**src/rtl/dest_pop_pkg.sv**
```systemverilog
// Shared definitions for the destination pop arbiter: FSM state encoding,
// destination tags and default widths.
package dest_pop_pkg;

  typedef enum logic [1:0] {
    IDLE  = 2'd0,
    RUN   = 2'd1,
    DRAIN = 2'd2
  } state_t;

  localparam logic DEST_D0 = 1'b0;
  localparam logic DEST_D1 = 1'b1;

  localparam int DEF_DATA_W = 6;
  localparam int DEF_CNT_W  = 8;

endpackage

```
**src/rtl/dest_out_queue.sv**
```systemverilog
// Two-entry {dest, data} FIFO feeding the merged output stream.
// The head entry is always visible; head_valid says whether it holds a word.
module dest_out_queue
  import dest_pop_pkg::*;
#(
  parameter int DATA_W = DEF_DATA_W
) (
  input  logic              clk,
  input  logic              reset,
  input  logic              enq,
  input  logic              enq_dest,
  input  logic [DATA_W-1:0] enq_data,
  input  logic              deq,
  output logic              head_valid,
  output logic              head_dest,
  output logic [DATA_W-1:0] head_data,
  output logic [1:0]        occupancy
);

  logic [DATA_W:0] mem_reg [2];
  logic            rd_ptr_reg;
  logic            wr_ptr_reg;
  logic [1:0]      count_reg;
  logic            do_enq;
  logic            do_deq;

  // Guard both ends so a stray request can never corrupt the occupancy.
  assign do_deq = deq && (count_reg != 2'd0);
  assign do_enq = enq && ((count_reg != 2'd2) || do_deq);

  // Storage entries are cleared on reset so data_out/dest_out start at zero.
  generate
    for (genvar gi = 0; gi < 2; gi++) begin : g_entry
      always_ff @(posedge clk) begin
        if (reset) begin
          mem_reg[gi] <= '0;
        end else if (do_enq && (wr_ptr_reg == 1'(gi))) begin
          mem_reg[gi] <= {enq_dest, enq_data};
        end
      end
    end
  endgenerate

  // Pointer and occupancy bookkeeping; simultaneous enq/deq keeps count.
  always_ff @(posedge clk) begin
    if (reset) begin
      rd_ptr_reg <= 1'b0;
      wr_ptr_reg <= 1'b0;
      count_reg  <= 2'd0;
    end else begin
      if (do_enq) wr_ptr_reg <= ~wr_ptr_reg;
      if (do_deq) rd_ptr_reg <= ~rd_ptr_reg;
      case ({do_enq, do_deq})
        2'b10:   count_reg <= count_reg + 2'd1;
        2'b01:   count_reg <= count_reg - 2'd1;
        default: count_reg <= count_reg;
      endcase
    end
  end

  assign head_valid             = (count_reg != 2'd0);
  assign {head_dest, head_data} = mem_reg[rd_ptr_reg];
  assign occupancy              = count_reg;

endmodule

```
**src/rtl/dest_pop_arbiter.sv**
```systemverilog
// Pops the two destination FIFOs of full_logic, merges the words into one
// valid/ready stream tagged with the source and counts delivered words.
// Build option: define DEST_POP_STRICT_PRIO_EN to replace round-robin with
// strict priority (D0 over D1).
module dest_pop_arbiter
  import dest_pop_pkg::*;
#(
  parameter int DATA_W = DEF_DATA_W,
  parameter int CNT_W  = DEF_CNT_W
) (
  input  logic              clk,
  input  logic              reset,
  input  logic              active_in,
  input  logic              empty_fifo_D0,
  input  logic              empty_fifo_D1,
  input  logic [DATA_W-1:0] data_out_D0,
  input  logic [DATA_W-1:0] data_out_D1,
  output logic              D0_pop,
  output logic              D1_pop,
  output logic [DATA_W-1:0] data_out,
  output logic              dest_out,
  output logic              valid_out,
  input  logic              ready_in,
  output logic [CNT_W-1:0]  cnt_D0,
  output logic [CNT_W-1:0]  cnt_D1,
  output logic              busy
);

  state_t           state_reg;
  logic             inflight_reg;
  logic             inflight_dest_reg;
  logic [CNT_W-1:0] cnt_d0_reg;
  logic [CNT_W-1:0] cnt_d1_reg;
  logic [1:0]       occupancy;
  logic             deq;
  logic [2:0]       load;
  logic             pop_ok;
  logic             sel_d1;
  logic             pop_any;

`ifndef DEST_POP_STRICT_PRIO_EN
  logic             rr_ptr_reg;   // destination that wins the next tie
`endif

  assign deq = valid_out && ready_in;

  // Pop decision: room must exist for the word counting what is already
  // queued, what is in flight and what leaves this cycle.
  always_comb begin
    load    = {1'b0, occupancy} + {2'b00, inflight_reg} - {2'b00, deq};
    pop_ok  = !reset && (state_reg == RUN) && (load < 3'd2);
`ifdef DEST_POP_STRICT_PRIO_EN
    sel_d1  = empty_fifo_D0;
`else
    sel_d1  = empty_fifo_D0 ? DEST_D1 : (empty_fifo_D1 ? DEST_D0 : rr_ptr_reg);
`endif
    pop_any = pop_ok && !(empty_fifo_D0 && empty_fifo_D1);
    D0_pop  = pop_any && (sel_d1 == DEST_D0);
    D1_pop  = pop_any && (sel_d1 == DEST_D1);
  end

`ifndef DEST_POP_STRICT_PRIO_EN
  // Round-robin pointer: after serving one side, prefer the other.
  always_ff @(posedge clk) begin
    if (reset) begin
      rr_ptr_reg <= DEST_D0;
    end else if (D0_pop) begin
      rr_ptr_reg <= DEST_D1;
    end else if (D1_pop) begin
      rr_ptr_reg <= DEST_D0;
    end
  end
`endif

  // Track the word whose FIFO data appears on the cycle after its pop.
  always_ff @(posedge clk) begin
    if (reset) begin
      inflight_reg      <= 1'b0;
      inflight_dest_reg <= DEST_D0;
    end else begin
      inflight_reg      <= pop_any;
      inflight_dest_reg <= D1_pop;
    end
  end

  dest_out_queue #(.DATA_W(DATA_W)) u_queue (
    .clk        (clk),
    .reset      (reset),
    .enq        (inflight_reg),
    .enq_dest   (inflight_dest_reg),
    .enq_data   (inflight_dest_reg ? data_out_D1 : data_out_D0),
    .deq        (deq),
    .head_valid (valid_out),
    .head_dest  (dest_out),
    .head_data  (data_out),
    .occupancy  (occupancy)
  );

  // Run/drain control: leave DRAIN only once nothing is queued or in flight.
  always_ff @(posedge clk) begin
    if (reset) begin
      state_reg <= IDLE;
    end else begin
      case (state_reg)
        IDLE:    if (active_in) state_reg <= RUN;
        RUN:     if (!active_in) state_reg <= DRAIN;
        DRAIN: begin
          if (active_in)
            state_reg <= RUN;
          else if (!inflight_reg && (occupancy == 2'd0))
            state_reg <= IDLE;
        end
        default: state_reg <= IDLE;
      endcase
    end
  end

  // Saturating delivered-word counters, one per source destination.
  always_ff @(posedge clk) begin
    if (reset) begin
      cnt_d0_reg <= '0;
      cnt_d1_reg <= '0;
    end else if (deq) begin
      if ((dest_out == DEST_D0) && (cnt_d0_reg != '1)) cnt_d0_reg <= cnt_d0_reg + 1'b1;
      if ((dest_out == DEST_D1) && (cnt_d1_reg != '1)) cnt_d1_reg <= cnt_d1_reg + 1'b1;
    end
  end

  assign cnt_D0 = cnt_d0_reg;
  assign cnt_D1 = cnt_d1_reg;
  assign busy   = (state_reg != IDLE);

endmodule

```
**config.mk**
```make
export PLATFORM = sky130hd
export DESIGN_NAME = dest_pop_arbiter
export DESIGN_NICKNAME = d
export VERILOG_FILES = /design/src/rtl/dest_pop_pkg.sv /design/src/rtl/dest_out_queue.sv /design/src/rtl/dest_pop_arbiter.sv
export SDC_FILE = /design/constraint.sdc
export NUM_CORES = 1
export LEC_CHECK = 0
export CORE_MARGIN = 2
export CORE_UTILIZATION = 50
export DETAILED_ROUTE_END_ITERATION = 7
export DONT_BUFFER_PORTS = 1
export HOLD_SLACK_MARGIN = 0.03
export MAX_ROUTING_LAYER = met4
export PLACE_DENSITY = 0.68
export RECOVER_POWER = 100
export SLEW_MARGIN = 15
export SYNTH_ARGS = -nofsm -noshare
export SYNTH_HDL_FRONTEND = slang
export SYNTH_SLANG_ARGS = --single-unit
```
**constraint.sdc**
```tcl
create_clock -name clk -period 2.6 [get_ports clk]
set_input_delay 0.26 -clock clk [delete_from_list [all_inputs] [get_ports clk]]
set_output_delay 0.26 -clock clk [all_outputs]
set_load 0.01 [all_outputs]
```
---- Word level (Yosys, flattened, before mapping) ----
Memory sizes are Yosys's and may differ from the RTL's. A register that Yosys moved wholly into a read port is not among the register bits.
Index checks and enable logic that the tools add are counted.
W data, S select, Z words.
word-level totals
  register bits after elaboration ......... 25
  memories kept ........................... 1
  input port bits ......................... 18
  RAM bits ................................ 14
  word-level logic and storage cells ...... 83
operators by class
  multiplexer cells ....................... 23
  $add $sub $neg .......................... 6
  reduce and logical (&&, ||, !) cells .... 27
  bitwise operators ....................... 6
  equal/unequal tests ..................... 10
  $lt $le $gt $ge ......................... 1
memory list
  name             depth  bits a word  rd ports  clocked after Yosys merged registers in  write ports  RTL line              RTL
  u_queue.mem_reg  2      7            1         1                                        2            dest_out_queue.sv:20  logic [DATA_W:0] mem_reg [2];
operator list
  operator               count
  $add A8 B1 Y8 const B  2
  $ne A8 B8 Y1 const B   2
  $logic_and A1 B1 Y1    14
  $mux W1                14
  $mux W7                2
  $mux W2                4
  $reduce_bool A2 Y1     4
  $mux W6                1
  $ne A2 B2 Y1 const B   3
  $pmux W2 S3            1
  $eq A2 B1 Y1 const B   2
  $eq A2 B2 Y1 const B   2
  $logic_not A2 Y1       2
  $not A1 Y1             4
  $pmux W2 S2            1
  $reduce_and A2 Y1      2
  $add A2 B1 Y3          1
  $logic_not A1 Y1       3
  $lt A3 B2 Y1 const B   1
  $ne A3 B3 Y1 const B   1
  $reduce_and A3 Y1      1
  $sub A3 B1 Y3          1
  $add A2 B1 Y2 const B  1
  $or A1 B1 Y1           2
  2 further kinds        2

---- Logic depth before layout (Yosys ltp) ----
Gate-level depths: netlist (run 1).
  depth in word-level cells ............... 10
  mapped depth ............................ 9

---- By module ----
Synthesis (run 1) repeated with hierarchy kept, for this count alone.
second synthesis, totals
  cells, all modules ...................... 190
  area total of the unflattened synthesis .. 1943.1 µm²
modules (own cells, without submodules)
  module            area an instance (µm²)  sequential area each (µm²)  cells an instance  times used
  dest_pop_arbiter  1083.5                  420.4                       117                1
  dest_out_queue    859.6                   520.5                       73                 1

---- Worst setup path after synthesis (run 1) ----
No wires, ideal clock.
  path kind ............................... register -> output
  start ................................... reg u_queue.count_reg[1], in the netlist u_queue.occupancy[1]
  end ..................................... out D1_pop
  stages on the path, launching flop included .. 9
  path slack .............................. 0.081 ns
  data arrival time ....................... 2.259 ns
  cell sequence ........................... dfxtp_1 > o21a_2 > buf_6 > ha_1 > nand2b_1 > fa_1 > nand4bb_1 > a211oi_1 > o21a_1
between the ends
  longest elaborated chain between the ends .. 7
RTL lines
  what                                                                   RTL line                RTL
  start, declared                                                        dest_out_queue.sv:23    logic [1:0] count_reg;
  start signal, assigned                                                 dest_out_queue.sv:54    2'b10: count_reg <= count_reg + 2'd1;
  start signal, assigned                                                 dest_out_queue.sv:55    2'b01: count_reg <= count_reg - 2'd1;
  start signal, assigned                                                 dest_out_queue.sv:56    default: count_reg <= count_reg;
  parallel branches: the longest is 2 deep, another holds $add A2 B1 Y3  n/a
  $sub A3 B1 Y3 (*)                                                      dest_pop_arbiter.sv:50  load = {1'b0, occupancy} + {2'b00, inflight_reg} - {2'b00, deq};
  $lt A3 B2 Y1 (*)                                                       dest_pop_arbiter.sv:51  pop_ok = !reset && (state_reg == RUN) && (load < 3'd2);
  $logic_and A1 B1 Y1 (*)                                                dest_pop_arbiter.sv:51
  $logic_and A1 B1 Y1 (*)                                                dest_pop_arbiter.sv:57  pop_any = pop_ok && !(empty_fifo_D0 && empty_fifo_D1);
  $logic_and A1 B1 Y1 (*)                                                dest_pop_arbiter.sv:59  D1_pop = pop_any && (sel_d1 == DEST_D1);
  end, declared                                                          dest_pop_arbiter.sv:19  output logic D1_pop,
Mark *: on every way between the ends.

---- Worst setup path after layout (run 1) ----
  start ................................... reg u_queue.count_reg[0], in the netlist u_queue.occupancy[0]
  end ..................................... out D1_pop
The elaborated chain is that of the path after synthesis.

==> out/metrics.cfg, run 1 <==
[run_status]
status=complete, but fails checks
violations=setup timing

[global_route]
grt_usage=0.193
gr-total-overflow=0
grt_busiest_layer=met2
grtUsageMet2=0.313
grt_pass1_wl_mm=6.09
met1_usage=0.214
grt_pass1_vias=1347
grtUsageMet3=0.0753
grt_max_degree=21
antenna_found_initial=0

[sta]
slew_viol_final=0
rsz0062_at_grt=true
hold_viol_final=0
tightest_slew_ns=0.747
setup_viol=1
relSlewSlack=0.498
timing.final.crit_share=1.00
final.setup.worst_slack_ns=-0.00774
period_minus_slack_ns=2.61
max_freq_mhz=383
fin_skew_ns=0.00372

[logic_synthesis]
yosysTopAreaCell=dfxtp_1
ys_async_sr_fraction=0
synth.distinct_cells=40
synth-seq-area-share=0.493
synth_cells=184
synth_top_cell_area_share=0.273
mappedNetlistArea_um2=1910
synth_edf_count=14
synth-seq-cells=40
syn_area_per_cell_um2=10.4
ys_warn_count=0
synthFlopType=dfxtp_1
synth_nets=207
yosys-top-cells-area=dfxtp_1, edfxtp_1, nor2_1

[setup_path]
crit_family=compound AO/OA/AOI/OAI gates
critical_path_class=reg2out
cp-start-kind=register
crit_buf_inv=0
crit_path_end_kind=primary output
worstPathCellList=o21a_4 -> ha_4 -> nand2b_4 -> fa_1 -> nand4bb_1 -> a211oi_2 -> o21a_1
cp.arrival_ns=2.35
cp_data_required_time_ns=2.34
crit_slowest_cell=fa_1
critPathMaxFanout=4
max_stage_delay_ns=0.48

[placement]
portBuffers=0
dpl.hpwl_mm=2.46
dp.cells=226
place_area_um2=1930
gp_congestion=0.808

[pwr]
seqPwrFrac=0.533
sw_frac_of_total=0.275
power.leakage_nw=0.757
p_per_area_nw_per_um2=638
combPwrFrac=0.181
power.internal_mw=0.984
p_sw_mw=0.373
pwr-share-clk=0.286
ir_drop_mv=0.340

[detailed_routing]
drt_wl_total_mm=3.76
avgRoutedWirePerCell_um=15.5
routed_via_density=5.70
dr.pass1.iters=3
route.vias.total=1379
drt_iter0_drc=81
final_antenna_net_count=0
drc=0

[clock_network]
cts_made_buffers=5
cts-htree-levels=2
clk_pin_slew_worst_paths_ns=0.08
numClockSinks=40
insertion_delay_ns=0.29
clock_path_buffers=2
cts_root_buffer=clkbuf_8
cts_tree=yes

[finish]
fin_nets=216
layout-drive-gt1-share=0.155
final_cell_mix=nor2_1, dfxtp_1, edfxtp_1
final_common_cell=nor2_1
largest_reg_flops=14
final_area_um2=2130
fillerInstances=306
fin_cells=242
antenna_cells=0
area_growth_pct=11.6

[die]
start_util=0.521
die_w_um=65.8
io_pins=45
die_h_um=65.8
coreArea_um2=3660
rows=22
die_area_um2=4320

[run]
maxCapViolCount=0

[worst_hold_path]
hp-class=in2reg

[per-stage QoR]
stage	setup TNS [ns]	power (mW)	util	hold WS (ns)	setup slack, ns
after floorplan	0	0.908	-	0.338	0.0806
after global placement	0	0.917	0.527	0.333	0.239
after detailed placement	0	0.931	0.527	0.336	0.162
after CTS	0	1.35	0.570	0.0303	0.0148
after global routing	-0.228	1.43	0.581	0.0305	-0.138
final	-0.00774	1.36	0.581	0.0423	-0.00774
[logic make-up (layout without fill, tap and decap cells)]
family	after synthesis	after routing	share of synthesized area
xor gates and xnor gates	9	9	0.0413
AOI/OAI and AO/OA	35	35	0.121
and+or+nand+nor	63	63	0.168
muxes	16	16	0.0945
buffers and inverters	16	26	0.0446
adders and majority gates	5	5	0.0367
DFF	40	40	0.493
[power groups by stage]
stage	sequential, mW	combinational [mW]	clock [mW]
after floorplan	0.719	0.189	0
after global placement	0.733	0.184	0
after detailed placement	0.737	0.194	0
after CTS	0.721	0.231	0.396
after global routing	0.728	0.273	0.424
final	0.723	0.245	0.388
[routing by layer]
layer  vias up  routed length (um)
met1       662                1570
met3         8                 227
met4         0                  63
li1        681                   -
met2        28                1890
met5         -                   0
[synth_stat cells (4+ instances only)]
master and count:
a211oi_1 5, a21oi_1 8, dfxtp_1 26, edfxtp_1 14
ha_1 4, inv_1 7, mux2_2 6, mux2i_1 9
nand3_1 9, nor2_1 27, o21ai_0 7, o31ai_1 4
or3_1 7, xor2_1 6
[layout make-up]
cell class,count,area [um2],area share
clock buffer,5,68.8,0.0323
clock inverter,3,13.8,0.00647
inverter,7,26.3,0.0123
multi-input combinational,128,918,0.432
sequential,40,948,0.446
tap,48,60.1,0.0282
timing repair buffer,11,92.6,0.0435
[repair_timing]
action | in CTS | in global routing
hold buffers | 2 | 2
hold endpoints to repair | 10 | 8
resized for setup | 8 | 1
setup buffers | 2 | 2
pin swaps | 3 | 2
setup endpoints to repair | 2 | 2
[worst register-to-register path: cells and delay by family, from the launching register on]
family	cells	cell delay, ns
fa+ha+maj	2	0.68
compound gates	2	0.50
simple gates	4	0.44
flops	1	0.36
buf+inv	2	0.24
[worst paths after layout]
| check | start | to | slack, ns | depth (start not counted) |
|---|---|---|---|---|
| worst max register to register | u_queue.occupancy[0] | rr_ptr_reg | 0.30 | 10 |
| worst max-delay path | u_queue.occupancy[0] | D1_pop | -0.008 | 7 |
| worst min register to register | rr_ptr_reg | rr_ptr_reg | 0.50 | 2 |
| worst min-delay path | reset | cnt_D0[7] | 0.04 | 1 |
(Power assumes the default switching activity.)
==> run 2, diff against run 1 <==
- MAX_ROUTING_LAYER: met4 -> not set
- PLACE_DENSITY: 0.68 -> not set
- SYNTH_HIERARCHICAL: not set -> 1
- clock period: 2.6 -> 2.52 ns (I/O delays scaled with it)
==> run 2 against run 1 <==
  * The flow still finishes with violations (setup timing)
  * Final area is 4.4% higher
  * Worst setup slack worse by 0.18 ns
  * Synthesized cell count is 3.3% higher
  * Combinational power is 66% lower
  * Sequential cell count stayed put
  * Clock skew is 0.0040 ns higher
  * Largest power group unchanged
  * Power is 4.5% lower
  * Core utilization is 2.1 points higher
  * Register-to-register slack worse by 0.20 ns
  * Sequential power is 4.4% lower
==> out/metrics.cfg, run 2 <==
[logic_synthesis]
synth.distinct_cells=40
ys_warn_count=6
synth_cells=190
yosys-top-cells-area=dfxtp_1, edfxtp_1, mux2_2
synthFlopType=dfxtp_1
synth-seq-cells=40
synth_top_cell_area_share=0.268
yosysMostFrequentCell=nor2_1
synth-seq-area-share=0.484
syn_area_per_cell_um2=10.2
mappedNetlistArea_um2=1940
synth_edf_count=14
synth_nets=212
yosysTopAreaCell=dfxtp_1
ys_async_sr_fraction=0
synthTopCellsByCount=nor2_1, dfxtp_1, edfxtp_1

[placement]
dp.cells=238
portBuffers=0
dpl.hpwl_mm=2.65
dp_slack_ns=0.0768
gp_congestion=0.817

[pwr]
p_per_area_nw_per_um2=583
power.leakage_nw=0.791
ir_drop_mv=0.393

[die]
die_w_um=66.3
die_h_um=66.3
io_pins=45
coreArea_um2=3690
start_util=0.527
rows=22
die_area_um2=4400

[global_route]
gr-total-overflow=0
grt_usage=0.187
grt_pass1_vias=1329
grt_pass1_wl_mm=6.02
antenna_found_initial=0
grt_max_degree=24

[setup_path]
cp_data_required_time_ns=2.27
reg2regPathDepth=11
cp-start-kind=register
r2r-end=rr_ptr_reg
critical_path_class=reg2out
cp-endpoint=D0_pop
ff2ff_setup_slack_ns=0.10
crit_path_end_kind=primary output
crit_start=u_queue/occupancy[1]
reg2reg_from=u_queue/occupancy[1]
critPathMaxFanout=2
cp.arrival_ns=2.46

[clock_network]
insertion_delay_ns=0.30
cts_root_buffer=clkbuf_8
cts_made_buffers=5
numClockSinks=40
cts-htree-levels=2
cts_tree=yes
clock_path_buffers=2
clk_pin_slew_worst_paths_ns=0.07

[sta]
fin_skew_ns=0.00771
tightest_slew_ns=0.882
timing.final.crit_share=1.08
holdWs_ns=0.0749
rsz0062_at_grt=true
max_freq_mhz=369
relSlewSlack=0.410
slew_viol_final=0
setup_viol=2
period_minus_slack_ns=2.71
final.setup.worst_slack_ns=-0.189
hold_viol_final=0

[finish]
layout-drive-gt1-share=0.181
fin_cells=252
seqCellArea_um2=946
area_growth_pct=14.3
multi_input_area_um2=990
final_common_cell=nor2_1
final_cell_mix=nor2_1, dfxtp_1, edfxtp_1
fin_nets=225
fillerInstances=322
largest_reg_flops=14
antenna_cells=0

[run_status]
status=complete, but fails checks
violations=setup timing

[detailed_routing]
route.vias.total=1388
drt_wl_total_mm=3.82
dr.pass1.iters=4
drt_iter0_drc=69
avgRoutedWirePerCell_um=15.1
routed_via_density=5.51
drc=0
final_antenna_net_count=0

[worst_hold_path]
min_from=active_in
hp-class=in2reg

[run]
maxCapViolCount=0

## run 2: cell count changes in the layout (fill, tap and decap cells not counted), sizes merged, moves of 3 or more
cell	before	now
nand4	3	0
or3	7	2
mux2	6	13
o21ai	7	4
nand3	9	6
xnor2	3	6
mux2i	10	3
nand2b	2	11
## run 2: logic make-up after synthesis
logic type               share of synthesized area
AND/OR/NAND/NOR                              0.213
XOR/XNOR                                    0.0496
adder cells (fa/ha/maj)                     0.0296
multiplexers                                0.0908
flip-flops                                   0.484
AO/OA/AOI/OAI                                0.108
buffers and inverters                       0.0251
## run 2: repair_timing
action | 4_1_cts | 5_1_grt
pin swaps | 4 | 1
endpoints found under the setup margin | 2 | 2
hold buffers | 2 | 0
resized for setup | 0 | 1
buffers inserted | 1 | 3
endpoints found under the hold margin | 23 | 0
## run 2: worst max-delay path, cell delays in order (launching register included)
cell and delay, ns:
dfxtp_4 0.34, or2_4 0.22, and2_4 0.17, ha_4 0.20, nand2b_4 0.13, fa_1 0.48, nand4bb_1 0.17, nor4_2 0.29
buf_4 0.16
## run 2: final cells by class
type,instances,share of cell area
timing repair buffer,12,0.0394
clock inverter,3,0.0192
inverter,7,0.0118
multi-input combinational,137,0.446
sequential,40,0.426
tap,48,0.0270
clock buffer,5,0.0310
## run 2: report_power, final
| part | internal (mW) | switching (mW) |
|---|---|---|
| combinational | 0.0384 | 0.0450 |
| clock | 0.293 | 0.228 |
| sequential | 0.682 | 0.00975 |
## run 2: layer usage
| layer | GRT usage | share of wire | vias to the layer above |
|---|---|---|---|
| met2 | 0.306 | 0.48 | 33 |
| met5 | 0 | 0 | - |
| met1 | 0.218 | 0.45 | 646 |
| met3 | 0.0733 | 0.055 | 6 |
| met4 | 0.0765 | 0.014 | 0 |
| li1 | - | - | 703 |
## run 2: how the worst min path moves through the flow
stage,end,slack [ns],cells past startpoint
after floorplan,state_reg[1],0.33,1
after global placement,u_queue/wr_ptr_reg,0.32,1
after detailed placement,u_queue/wr_ptr_reg,0.32,1
after CTS,state_reg[0],0.06,2
after global routing,state_reg[0],0.07,2
final,state_reg[0],0.07,2
## run 2: metrics by stage
| step | total power [mW] | TNS (ns) | area (um2) | utilization |
|---|---|---|---|---|
| floorplan | 0.767 | 0 | 1980 | - |
| global placement | 0.776 | 0 | 2070 | 0.560 |
| detailed placement | 0.779 | 0 | 2070 | 0.560 |
| CTS | 1.31 | -0.439 | 2200 | 0.598 |
| global route | 1.35 | -0.519 | 2220 | 0.602 |
| finish | 1.30 | -0.372 | 2220 | 0.602 |
==> run 3, diff against run 2 <==
- ABC_AREA: not set -> 1
==> run 3 against run 2 <==
  * The run still ends with setup timing left
  * Final area is 13% higher
  * Clock skew is 0.0037 ns lower
  * Sequential power is 1% higher
  * Non-clock buffer count is 1 lower
  * Sequential share of layout area is 4.8 points lower
  * Largest cell class unchanged
==> out/metrics.cfg, run 3 <==
[clock_network]
cts_tree=yes
cts-htree-levels=2
insertion_delay_ns=0.29
numClockSinks=40
clk_pin_slew_worst_paths_ns=0.08
cts_root_buffer=clkbuf_8
cts_made_buffers=5
clock_path_buffers=2

[finish]
antenna_cells=0
largest_reg_flops=14
final_area_um2=2510
final_common_cell=nor2_1
fin_nets=312
layout-drive-gt1-share=0.244
final_cell_mix=nor2_1, nand2_1, inv_1
area_growth_pct=13.3
fin_util=0.584

[worst_hold_path]
hp-class=in2reg
min_from=active_in
min_to=state_reg[0]
holdPathStages=2

[sta]
period_minus_slack_ns=2.62
hold_viol_final=0
rsz0062_at_grt=true
relSlewSlack=0.697
setup_viol=2
slew_viol_final=0
timing.final.crit_share=1.04
max_freq_mhz=382
tightest_slew_ns=0.455
fin_skew_ns=0.00400
final.setup.worst_slack_ns=-0.0966

[logic_synthesis]
synthTopCellsByCount=nor2_1, nand2_1, inv_1
yosysTopAreaCell=dfxtp_1
synth_nets=297
synth-xor-area-share=0.00792
synth_top_cell_area_share=0.235
synth-seq-area-share=0.425
synth_adder_area_share=0.0260
synthSimpleGateAreaFrac=0.319
mappedNetlistArea_um2=2210
synth_compound_area_frac=0.0622
synthFlopType=dfxtp_1
synth.distinct_cells=35
muxShareOfSynthArea=0.0662
syn_area_per_cell_um2=8.04
synth-seq-cells=40
synth_top_family_by_area=simple AND/OR/NAND/NOR gates
synth_cells=275
synth_edf_count=14
ys_warn_count=6
ys_async_sr_fraction=0
yosysMostFrequentCell=nor2_1
yosys-top-cells-area=dfxtp_1, edfxtp_1, nor2_1

[detailed_routing]
dr.pass1.iters=4
drc=0
drt_wl_total_mm=4.01
drt_iter0_drc=127
routed_via_density=5.00
highest_layer=met4
final_antenna_net_count=0
route.vias.total=1715
met3_length_um=170
avgRoutedWirePerCell_um=11.7
wl_met2_mm=1.84
wirelength_met1_mm=1.95

[setup_path]
ff2ff_setup_slack_ns=0.26
reg2reg_from=u_queue/occupancy[0]
worstPathCellList=inv_4 -> nand2_4 -> nand2_4 -> inv_6 -> ha_4 -> or2_4 -> fa_1 -> nand2_1 -> inv_1 -> nand2_2 -> nor3_4 -> inv_1 -> nor2_2
max_stage_delay_ns=0.48
cp-start-kind=register
critPathMaxFanout=4
crit_slowest_cell=fa_1
crit_path_end_kind=primary output
reg2regPathDepth=15
critical_path_class=reg2out
cp.arrival_ns=2.36
cp_data_required_time_ns=2.27
r2r-end=rr_ptr_reg

[die]
die_w_um=70.5
io_pins=45
start_util=0.515
coreArea_um2=4290
rows=24
die_h_um=70.5
die_area_um2=4970

[placement]
place_area_um2=2340
dpl.hpwl_mm=2.85
gp_congestion=0.738
portBuffers=0

[run_status]
violations=setup timing
status=complete, but fails checks

[pwr]
combPwrFrac=0.086
pwr-share-clk=0.391
power.internal_mw=1.02
p_per_area_nw_per_um2=533
sw_frac_of_total=0.234
seqPwrFrac=0.522
power.leakage_nw=1.09
p_sw_mw=0.312
ir_drop_mv=0.287

[global_route]
grt_max_degree=19
grt_pass1_wl_mm=7.02
grt_pass1_vias=1629
gr-total-overflow=0
antenna_found_initial=0
grt_usage=0.175

[run]
maxCapViolCount=0

==> run 3: changes by cell type after synthesis, sizes merged, moves of 5 or more <==
| cell | before | now |
|---|---|---|
| o21ai | 4 | 9 |
| xnor2 | 6 | 0 |
| nand2 | 5 | 56 |
| nor2 | 28 | 57 |
| nand2b | 11 | 0 |
| nand3 | 6 | 19 |
| inv | 7 | 43 |
| clkbuf | 6 | 1 |
==> run 3: power groups by stage <==
stage          clock network, mW  registers (mW)  logic [mW]
6_report                   0.523           0.698       0.115
5_1_grt                    0.563           0.701       0.129
4_1_cts                    0.541           0.698       0.114
3_5_place_dp                   0           0.713       0.109
3_3_place_gp                   0           0.713       0.109
2_1_floorplan                  0           0.711      0.0882
==> run 3: logic make-up (layout without fill, tap and decap cells) <==
group           Yosys count  in the layout
buf+inv                  50             66
xor+xnor                  2              2
mux                      13             13
simple gates            142            142
flops                    40             40
compound gates           24             24
fa+ha+maj                 4              4
==> run 3: worst max-delay path, delay by kind of cell, from the launching register on <==
kind / cells / cell delay, ns
and+or+nand+nor: 7 / 0.82
buffers and inverters: 4 / 0.23
DFF: 1 / 0.35
adders and majority gates: 2 / 0.67
==> run 3: layer usage <==
layer / up-vias / GRT usage
met5: - / 0
met4: 0 / 0.0556
met3: 4 / 0.0433
met2: 30 / 0.296
met1: 780 / 0.220
li1: 901 / -
==> run 3: timing repair <==
item / CTS / global route
buffers inserted: 1 / 3
hold endpoints to repair: 1 / 0
endpoints found under the setup margin: 2 / 2
resized for setup: 3 / 0
hold buffers: 1 / 0
pin swaps: 8 / 1
==> run 3: worst max path at each step <==
stage               slack, ns  depth (start not counted)     end                  from
floorplan                0.05                         13  D0_pop  u_queue/occupancy[1]
global placement         0.05                         13  D0_pop  u_queue/occupancy[0]
detailed placement       0.02                         13  D0_pop  u_queue/occupancy[0]
CTS                     -0.12                         13  D0_pop  u_queue/occupancy[0]
global route            -0.20                         13  D0_pop  u_queue/occupancy[0]
finish                   -0.1                         13  D0_pop  u_queue/occupancy[0]
==> run 3: metrics by stage <==
step	TNS, ns	hold slack [ns]	worst slack, ns	power, mW	std cells
after detailed placement	0	0.333	0.0185	0.823	330
after global placement	0	0.333	0.0509	0.821	330
after floorplan	0	0.329	0.0512	0.799	275
after CTS	-0.198	0.0808	-0.119	1.35	340
after global routing	-0.354	0.0991	-0.205	1.39	343
final	-0.140	0.0934	-0.0966	1.34	343
==> run 3: area by class of cell <==
cell class | count | area, um2
well taps | 52 | 65.1
multi-input cells | 185 | 1100
clock inverters | 3 | 42.5
inverters | 47 | 200
clock buffers | 5 | 68.8
repair buffers | 11 | 85.1
flip-flops and latches | 40 | 948
fillers | 400 | 1790
